$ cat src/rtl/fifo_sync_ctrl.sv
// Single-clock FIFO pointer/flag controller: drives the memory write enable and
// addresses, and derives full/empty/almost flags, occupancy and sticky errors.
module fifo_sync_ctrl #(
    parameter int ADDRSIZE   = 4,
    parameter int AFULL_LVL  = 12,
    parameter int AEMPTY_LVL = 2
) (
    input  logic                wclk,
    input  logic                wrst,
    input  logic                winc,
    input  logic                rinc,
    input  logic                clr_err,
    output logic                wclken,
    output logic [ADDRSIZE-1:0] waddr,
    output logic [ADDRSIZE-1:0] raddr,
    output logic                wfull,
    output logic                rempty,
    output logic                walmost_full,
    output logic                ralmost_empty,
    output logic [ADDRSIZE:0]   count,
    output logic                overflow,
    output logic                underflow
);

    localparam logic [ADDRSIZE:0] PTR_ONE    = (ADDRSIZE+1)'(1);
    localparam logic [ADDRSIZE:0] AFULL_CNT  = (ADDRSIZE+1)'(AFULL_LVL);
    localparam logic [ADDRSIZE:0] AEMPTY_CNT = (ADDRSIZE+1)'(AEMPTY_LVL);

    // Pointers carry one extra wrap bit so full and empty are distinguishable.
    logic [ADDRSIZE:0] r_wptr;
    logic [ADDRSIZE:0] r_rptr;
    logic              r_overflow;
    logic              r_underflow;

    logic [ADDRSIZE:0] w_count;
    logic              w_full;
    logic              w_empty;
    logic              w_wr_ok;
    logic              w_rd_ok;

    // NOTE: every signal is assigned on every pass through this block, so no
    // latch can be inferred.
    always_comb begin
        w_count = r_wptr - r_rptr;
        w_empty = (r_wptr == r_rptr);
        w_full  = (r_wptr[ADDRSIZE] != r_rptr[ADDRSIZE]) &&
                  (r_wptr[ADDRSIZE-1:0] == r_rptr[ADDRSIZE-1:0]);
        w_wr_ok = winc & ~w_full;
        w_rd_ok = rinc & ~w_empty;
    end

    // NOTE: sequential state uses non-blocking assignments so every register
    // samples pre-edge values, which is what makes the simultaneous push/pop
    // rules fall out naturally.
    always_ff @(posedge wclk) begin
        if (wrst) begin
            r_wptr <= '0;
            r_rptr <= '0;
        end else begin
            if (w_wr_ok) r_wptr <= r_wptr + PTR_ONE;
            if (w_rd_ok) r_rptr <= r_rptr + PTR_ONE;
        end
    end

    // A new error in the same cycle as clr_err stays set.
    always_ff @(posedge wclk) begin
        if (wrst) begin
            r_overflow  <= 1'b0;
            r_underflow <= 1'b0;
        end else begin
            if (winc && w_full)    r_overflow <= 1'b1;
            else if (clr_err)      r_overflow <= 1'b0;

            if (rinc && w_empty)   r_underflow <= 1'b1;
            else if (clr_err)      r_underflow <= 1'b0;
        end
    end

    assign wclken        = w_wr_ok;
    assign waddr         = r_wptr[ADDRSIZE-1:0];
    assign raddr         = r_rptr[ADDRSIZE-1:0];
    assign wfull         = w_full;
    assign rempty        = w_empty;
    assign count         = w_count;
    assign walmost_full  = (w_count >= AFULL_CNT);
    assign ralmost_empty = (w_count <= AEMPTY_CNT);
    assign overflow      = r_overflow;
    assign underflow     = r_underflow;

endmodule

$ cat config.mk
export PLATFORM = sky130hd
export DESIGN_NAME = fifo_sync_ctrl
export DESIGN_NICKNAME = d
export VERILOG_FILES = /design/src/rtl/fifo_sync_ctrl.sv
export SDC_FILE = /design/constraint.sdc
export NUM_CORES = 1
export LEC_CHECK = 0
export ABC_AREA = 1
export BUFFER_PORTS_ARGS = -buffer_cell sky130_fd_sc_hd__clkbuf_2
export CAP_MARGIN = 30
export CORE_MARGIN = 2
export CORE_UTILIZATION = 49
export CTS_BUF_LIST = sky130_fd_sc_hd__clkbuf_4
export DETAILED_ROUTE_END_ITERATION = 6
export PLACE_DENSITY = 0.78
export SYNTH_ARGS = -nofsm -noshare
export SYNTH_HDL_FRONTEND = slang
export SYNTH_SLANG_ARGS = --single-unit
$ cat constraint.sdc
create_clock -name wclk -period 1.7 [get_ports wclk]
set_input_delay 0.255 -clock wclk [delete_from_list [all_inputs] [get_ports wclk]]
set_output_delay 0.255 -clock wclk [all_outputs]
set_load 0.05 [all_outputs]
==> out/results.ini <==
[placed_design]
dp_slack_ns = -0.314
io_buffers = 24
dp_hpwl_um = 1790
dpl-instance-area_mm2 = 0.00126
place_congestion = 0.760

[critical_path]
cp-start-kind = flip-flop
crit_fanout = 2
critical_path_required_ns = 1.44
reg2reg_from = r_rptr[2]$_SDFFE_PP0P_
slowest_delay_ns = 0.35
worst-path-buf-inv = 3
end_kind = primary output
rrSetupSlack_ns = 0.02
worstReg2RegEnd = r_rptr[4]$_SDFFE_PP0P_
crit_chain = inv_2 > ha_4 > fa_2 > buf_6 > xnor2_4 > nor2_2 > nand3_2 > nor2_4 > buf_8
cp.arrival_ns = 1.96
worstSetupPathType = flip-flop to primary output
reg2reg_depth = 11
cp_num_cells = 9
endpoint = ralmost_empty
critPathTopFamily = adder cells
crit_slowest_cell = dfxtp_2
cp-startpoint = r_wptr[0]$_SDFFE_PP0P_

[layout]
multi_input_area_um2 = 756
layout_common_cells = 19 x nand2_1, 16 x buf_4, 15 x clkbuf_2
final_common_cell = nand2_1
stdcell_area_mm2 = 0.00161
drive_gt1_share_pct = 61.3
fillers = 79
nets = 186
diodes = 0
ff_latch_area_um2 = 246
area_delta_synth_final_pct = 67.8

[clocking]
clk_path_buf_depth = 2
cts-buffers-inserted = 3
cts_tree = built
clock-root-buffer = clkbuf_4
cts_num_sinks = 12
clkTransAtPathRegs_ns = 0.10
clk_latency_ns = 0.30
h-tree-depth = 1

[pwr]
power.leakage_nw = 0.739
power_density_mw_per_mm2 = 903
p_total_mw = 1.45
peakVddDrop_uv = 891

[run_status]
status = complete, but fails checks
violations = negative setup slack

[detailed_routing]
drt_wl_total_um = 3300
drc = 0
initialDrtViolationCount = 42
postRouteAntennaNets = 0
vias_per_cell = 5.48
vias = 1086
first_pass_iters = 4
detail_route.wl_per_cell_um = 16.7

[global_route]
grt_util_all_layers_pct = 28.9
grt_pass1_vias = 1003
grt_pass1_wl_um = 4530
grt_max_degree = 11
grt_overflow = 0
antenna_found_initial = 0

[floorplan]
die_width_um = 48.2
initial_core_util_pct = 53.7
fp.dieArea_mm2 = 0.00232
core_mm2 = 0.00178
io_pins = 25
std_cell_rows = 15
die_h_um = 48.2

[run]
cap_violations = 0

[worst_hold_path]
min_path_type = primary input to flip-flop

[timing]
slew_viol_final = 0
worst_slack_ns = -0.518
final_hold_viol_count = 0
layout_min_cycle_time_ns = 2.22
rsz0062_at_grt = yes
clock.fmax_mhz = 451
clock_skew_ns = 0.0133
max_slew_margin_pct = 78.7
finalCritPeriodShare_pct = 130
finalSetupViolCount = 9
finalSetupTns_ns = -2.74
worst_pin_slew_ns = 0.319

[yosys]
ys_warn_count = 0
async_flop_share_pct = 0
netlist_instances = 132
synth_area_um2 = 957
yosysSeqAreaShare_pct = 25.1
post_synth_num_cell_types = 20
ys_ff_latch = 12
avgSynthCellArea_um2 = 7.25
synth_flop_cell = dfxtp_1
syn-num-nets = 144
synth_edf_count = 0

-- final cells by class --
| cell class | instances | area share, % |
|---|---|---|
| clock buffer | 3 | 1.40 |
| clock inverter | 1 | 0.234 |
| inverter | 16 | 4.21 |
| multi-input combinational | 93 | 47.0 |
| sequential | 12 | 15.3 |
| tap | 25 | 1.95 |
| timing repair buffer | 48 | 29.8 |
-- worst min-delay path by stage --
stage                     cells after the start  slack [ns]                     end                    from
after global routing                          4        0.29   overflow$_SDFFE_PP0P_                 clr_err
after floorplan                               2        0.40   overflow$_SDFFE_PP0P_                    winc
after detailed placement                      2        0.45   overflow$_SDFFE_PP0P_   overflow$_SDFFE_PP0P_
after global placement                        2        0.45  underflow$_SDFFE_PP0P_  underflow$_SDFFE_PP0P_
final                                         4        0.29   overflow$_SDFFE_PP0P_                 clr_err
after CTS                                     4        0.23   overflow$_SDFFE_PP0P_                 clr_err
-- through the flow --
stage / util [%] / cells / hold WS [ns]
detailed placement: 70.5 / 186 / 0.452
global placement: 70.5 / 186 / 0.451
global route: 90.1 / 198 / 0.292
floorplan: - / 132 / 0.400
CTS: 85.5 / 193 / 0.232
finish: 90.1 / 198 / 0.289
-- kinds of logic after synthesis --
logic type	share of synthesized area [%]
AOI/OAI and AO/OA	10.1
and+or+nand+nor	36.2
adders and majority gates	9.93
xor gates and xnor gates	4.57
buffers and inverters	14.1
DFF	25.1
-- power by group --
group          leakage [nW]  switching (mW)  total [mW]  internal, mW
Clock                0.0154           0.126       0.212        0.0857
Combinational         0.624           0.538       0.930         0.392
Sequential           0.0997          0.0133       0.309         0.296
Total                 0.739           0.677        1.45         0.774
-- Yosys cell counts (2+ instances only) --
master | instances | area [um2]
nor2_1 | 8 | 30.0
a21oi_2 | 7 | 61.3
buf_4 | 9 | 67.6
a21oi_1 | 5 | 25.0
nand2_2 | 9 | 56.3
nand2_1 | 25 | 93.8
nand3b_1 | 2 | 15.0
clkbuf_1 | 2 | 7.51
nand2_4 | 4 | 45.0
dfxtp_1 | 12 | 240
o21ai_0 | 2 | 10.0
ha_1 | 6 | 75.1
nand4_1 | 4 | 25.0
inv_1 | 13 | 48.8
nand3_1 | 14 | 70.1
inv_2 | 3 | 11.3
xor2_1 | 4 | 35.0
-- routing by layer --
metal | vias up | GRT usage, % | routed length (um)
li1 | 500 | - | -
met1 | 515 | 31.5 | 1300
met2 | 54 | 49.7 | 1650
met3 | 17 | 7.78 | 197
met4 | 0 | 17.3 | 153
met5 | - | 0 | 0
-- worst reg2reg max path: cells and delay by family, from the launching register on --
family	cells	cell delay, ns
AO/OA/AOI/OAI	1	0.12
flip-flops	1	0.34
adder cells (fa/ha/maj)	1	0.32
buffers and inverters	4	0.42
AND/OR/NAND/NOR	5	0.40
-- flip-flops by register name (all words and copies together), names as in the netlist --
register   cells
r_rptr         5
r_wptr         5
overflow       1
underflow      1
-- repair_timing --
item,CTS,global route
setup buffers,3,5
hold buffers,0,0
hold endpoints to repair,0,0
resized for setup,46,14
pin swaps,16,9
setup endpoints to repair,10,9
Power figures use the tool's default switching activity.
